### src/rtl/memory_arbiter.sv
// Two-requester (fetch / load-store) arbiter in front of a single-port synchronous RAM.
// Optional `ROUND_ROBIN_EN alternates the winner on contention; default is fixed ls-over-if priority.
module memory_arbiter #(
  parameter int ADDR_WIDTH = 32,
  parameter int DATA_WIDTH = 32,
  parameter int MEM_DEPTH  = 8192
) (
  input  logic                  clk,
  input  logic                  rst_n,
  input  logic                  if_req,
  input  logic [ADDR_WIDTH-1:0] if_addr,
  output logic                  if_ack,
  output logic [DATA_WIDTH-1:0] if_rdata,
  output logic                  if_err,
  input  logic                  ls_req,
  input  logic                  ls_we,
  input  logic [ADDR_WIDTH-1:0] ls_addr,
  input  logic [DATA_WIDTH-1:0] ls_wdata,
  output logic                  ls_ack,
  output logic [DATA_WIDTH-1:0] ls_rdata,
  output logic                  ls_err,
  output logic [ADDR_WIDTH-1:0] ram_a,
  output logic [DATA_WIDTH-1:0] ram_din,
  output logic                  ram_rw,
  input  logic [DATA_WIDTH-1:0] ram_dout,
  output logic                  busy
);

  typedef enum logic [1:0] {S_IDLE, S_ISSUE, S_RESP} state_t;
  typedef enum logic [1:0] {OWN_NONE, OWN_IF, OWN_LS} owner_t;

  localparam logic [ADDR_WIDTH-1:0] DEPTH = ADDR_WIDTH'(MEM_DEPTH);

  state_t                state;
  owner_t                owner;
  logic                  err_q;
  logic                  store_q;
  logic                  ls_first;
  logic                  grant_ls;
  logic                  any_req;
  logic [ADDR_WIDTH-1:0] sel_addr;
  logic                  sel_oor;
  logic                  sel_store;

`ifdef ROUND_ROBIN_EN
  logic last_ls;
  // ls only wins a tie when fetch was the last one served
  assign ls_first = !last_ls;
`else
  assign ls_first = 1'b1;
`endif

  assign any_req   = if_req | ls_req;
  assign grant_ls  = ls_req & (~if_req | ls_first);
  assign sel_addr  = grant_ls ? ls_addr : if_addr;
  assign sel_oor   = (sel_addr >= DEPTH);
  assign sel_store = grant_ls & ls_we;

  // RAM data arrives in the RESP cycle, so read data is gated, not registered
  assign if_rdata = (if_ack && !err_q) ? ram_dout : '0;
  assign ls_rdata = (ls_ack && !err_q && !store_q) ? ram_dout : '0;

  always_ff @(posedge clk) begin
    if (!rst_n) begin
      state   <= S_IDLE;
      owner   <= OWN_NONE;
      ram_a   <= '0;
      ram_din <= '0;
      ram_rw  <= 1'b0;
      if_ack  <= 1'b0;
      ls_ack  <= 1'b0;
      if_err  <= 1'b0;
      ls_err  <= 1'b0;
      err_q   <= 1'b0;
      store_q <= 1'b0;
      busy    <= 1'b0;
`ifdef ROUND_ROBIN_EN
      last_ls <= 1'b1;
`endif
    end else begin
      case (state)
        S_IDLE, S_RESP: begin
          if_ack <= 1'b0;
          ls_ack <= 1'b0;
          if_err <= 1'b0;
          ls_err <= 1'b0;
          if (any_req) begin
            state   <= S_ISSUE;
            owner   <= grant_ls ? OWN_LS : OWN_IF;
            ram_a   <= sel_addr;
            ram_din <= ls_wdata;
            ram_rw  <= sel_store & ~sel_oor;
            err_q   <= sel_oor;
            store_q <= sel_store;
            busy    <= 1'b1;
`ifdef ROUND_ROBIN_EN
            last_ls <= grant_ls;
`endif
          end else begin
            state  <= S_IDLE;
            owner  <= OWN_NONE;
            ram_rw <= 1'b0;
            busy   <= 1'b0;
          end
        end
        S_ISSUE: begin
          state  <= S_RESP;
          ram_rw <= 1'b0;
          if_ack <= (owner == OWN_IF);
          ls_ack <= (owner == OWN_LS);
          if_err <= (owner == OWN_IF) & err_q;
          ls_err <= (owner == OWN_LS) & err_q;
          busy   <= 1'b1;
        end
        default: state <= S_IDLE;
      endcase
    end
  end

endmodule

### config.mk
export PLATFORM = sky130hd
export DESIGN_NAME = memory_arbiter
export DESIGN_NICKNAME = d
export VERILOG_FILES = /design/src/rtl/memory_arbiter.sv
export SDC_FILE = /design/constraint.sdc
export NUM_CORES = 1
export LEC_CHECK = 0
export BUFFER_PORTS_ARGS = -buffer_cell sky130_fd_sc_hd__buf_2
export CAP_MARGIN = 20
export CORE_MARGIN = 2
export CORE_UTILIZATION = 35
export CTS_CLUSTER_SIZE = 12
export DETAILED_ROUTE_END_ITERATION = 10
export GPL_ROUTABILITY_DRIVEN = 0
export GPL_TIMING_DRIVEN = 0
export PLACE_DENSITY = 0.71
export SYNTH_ARGS = -nofsm -noshare
export SYNTH_HDL_FRONTEND = slang
export SYNTH_SLANG_ARGS = --single-unit
### constraint.sdc
create_clock -name clk -period 2.95 [get_ports clk]
set_clock_uncertainty 0.2 [all_clocks]
set_input_delay 0.1475 -clock clk [delete_from_list [all_inputs] [get_ports clk]]
set_output_delay 0.1475 -clock clk [all_outputs]
set_load 0.05 [all_outputs]
==> results.cfg <==
[clock_tree]
cts_made_buffers = 9
cts-root-buf = clkbuf_8
clk_latency_ns = 0.34
cts_setup_buffers = 0
htree_levels = 3
clk_pin_slew_ns = 0.09
clock_path_buffers = 2
clock_sinks = 76
cts_tree = built

[place]
dp_slack_ns = 0.962
port_buffers = 265
hpwlAfterDp_um = 9280

[sta]
drv_slew = 0
finalCriticalPeriod_ns = 2.34
fmax_mhz = 427
hold_viol = 0
grt_setup_unrepaired = false
relSlewSlack_pct = 61.1
setup-violations-final = 0
finalWorstSetupSlack_ns = 0.609
tns_ns = 0
finalCritPeriodShare_pct = 79.4
worst_pin_slew_ns = 0.582

[cells_and_area]
layout_commonest_cell = buf_2
drive_gt1_share_pct = 36.9
syn_to_final_growth_pct = 73.0
mostFrequentLayoutCells = buf_2, nand2_1, dlygate4sd3_1
num_antenna_cells = 0
nets = 923

[power_and_ir_drop]
p_int_mw = 1.76
irDropWorstVdd_uv = 231
power_frac_comb_pct = 31.1
leakage_nw = 3.47
p_switching_uw = 977
power.density_mw_per_mm2 = 436
clock_power_share_pct = 26.8
seq_power_share_pct = 42.1
switching_share_pct = 35.7

[worst_setup_path]
max_stage_delay_ns = 0.51
path_cells = nor3b_1, clkbuf_1, and2_1, buf_2
critPathBufInv = 2
critical_path.slowest_cell = nor3b_1
critPathKind = reg2out
cp_data_required_time_ns = 2.60
crit_path_start_kind = flop
endpoint_kind = primary output
cpLargestDelayFamily = simple AND/OR/NAND/NOR gates
crit_fanout = 10
arrival_ns = 1.99

[drt]
wl_per_cell_um = 14.3
via_per_inst = 4.74
ant_nets = 0
first_pass_iters = 5
drcViolationCount = 0
finalWirelength_um = 13300
drtIter0Drc = 205
dr_total_vias = 4411

[floorplanning]
die_h_um = 106
die_w_um = 106
row_count = 37
start_util_pct = 35.5
design.core.area_mm2 = 0.0102
io_pins = 267
design.die.area_mm2 = 0.0112

[logic_synthesis]
synth_cell_types = 27
netlist_instances = 417
yosys.area.top_type_share_pct = 42.0
ys.flop_type = dfxtp_1
avgSynthCellArea_um2 = 8.68
yosysSeqAreaShare_pct = 42.0
synth_edf_count = 0
synth_async_sr_flop_share_pct = 0
synth.area.top_cells = dfxtp_1, and2_1, nand2_1
synth_warnings = 0
ys_ff_latch = 76
synth_nets = 550
netlist_area_mm2 = 0.00362
yosysTopAreaCell = dfxtp_1

[global_routing]
grtUsageTotal_pct = 23.2
grt_first_pass_wirelength_um = 20900
overflow = 0
antenna_found_initial = 0
grt_pass1_vias = 4523
grt_max_degree = 14

[outcome]
status = finished clean

[flow_run]
maxCapViolCount = 0

[worst_hold_path]
hp-class = in2reg
## repair_timing
item,CTS,global route
hold buffers,97,0
resized for setup,0,0
hold endpoints to repair,67,0
## final cells by class
type                       instances  area (um2)
sequential                        76        1520
inverter                           1        3.75
tap                              136         170
timing repair buffer             362        2300
fill                             897        3920
buffer                            34         148
clock buffer                      10         138
clock inverter                     5        37.5
multi-input combinational        306        1950
## kinds of logic after synthesis
family	Yosys count	share of synthesized area, %
simple gates	196	27.0
compound gates	78	17.9
flops	76	42.0
buf+inv	35	4.18
mux	32	8.85
## power groups by stage
stage | Combinational [mW] | Clock, mW | Sequential, mW
3_3_place_gp | 0.716 | 0 | 1.17
5_1_grt | 0.904 | 0.806 | 1.16
4_1_cts | 0.841 | 0.748 | 1.15
3_5_place_dp | 0.728 | 0 | 1.17
2_1_floorplan | 0.226 | 0 | 1.43
6_report | 0.850 | 0.732 | 1.15
## state kept, by name, summed over array words and instances, names as in the netlist
register  cells
busy          1
err_q         1
if_ack        1
if_err        1
ls_ack        1
ls_err        1
owner         2
ram_a        32
ram_din      32
ram_rw        1
state         2
store_q       1
## cell usage after synthesis, types with 5 or more instances
master,instances
nand2_1,99
a21oi_1,6
buf_2,10
nor4_1,8
dfxtp_1,76
nor2b_1,5
a21boi_1,29
mux2i_1,32
o211a_1,32
clkbuf_1,23
and2_1,65
nor2_1,7
## per-layer routing
layer	up-vias	global-route usage [%]	wire, um	share of wire [%]
met5	-	0	0	0
met4	0	11.1	505	3.8
met3	50	5.57	797	6.0
met2	186	43.5	6930	52
met1	2020	23.9	5100	38
li1	2155	-	-	-
## per-stage QoR
stage | instance area [um2] | cells | hold slack, ns | total power, mW | util, %
5_1_grt | 6260 | 930 | 0.0209 | 2.87 | 61.5
2_1_floorplan | 3620 | 417 | 0.0824 | 1.66 | -
3_5_place_dp | 5120 | 818 | 0.195 | 1.90 | 50.2
6_report | 6260 | 930 | 0.0154 | 2.73 | 61.5
4_1_cts | 6260 | 930 | 0.000311 | 2.74 | 61.5
3_3_place_gp | 5120 | 818 | 0.188 | 1.88 | 50.2
## worst paths after layout
| check | end | cells past startpoint | slack (ns) | start |
|---|---|---|---|---|
| worst min register to register | ram_din[27] | 2 | 0.26 | ram_din[27] |
| worst max register to register | ram_a[22] | 5 | 1.11 | state[0] |
| worst min-delay path | ram_a[30] | 4 | 0.02 | if_addr[30] |
| worst max-delay path | ls_rdata[25] | 4 | 0.61 | err_q |
## worst min-delay path, stage by stage
cell and delay (ns):
buf_2 0.11, mux2i_1 0.06, nand2_1 0.07, o211a_1 0.13
Power figures use the tool's default switching activity.
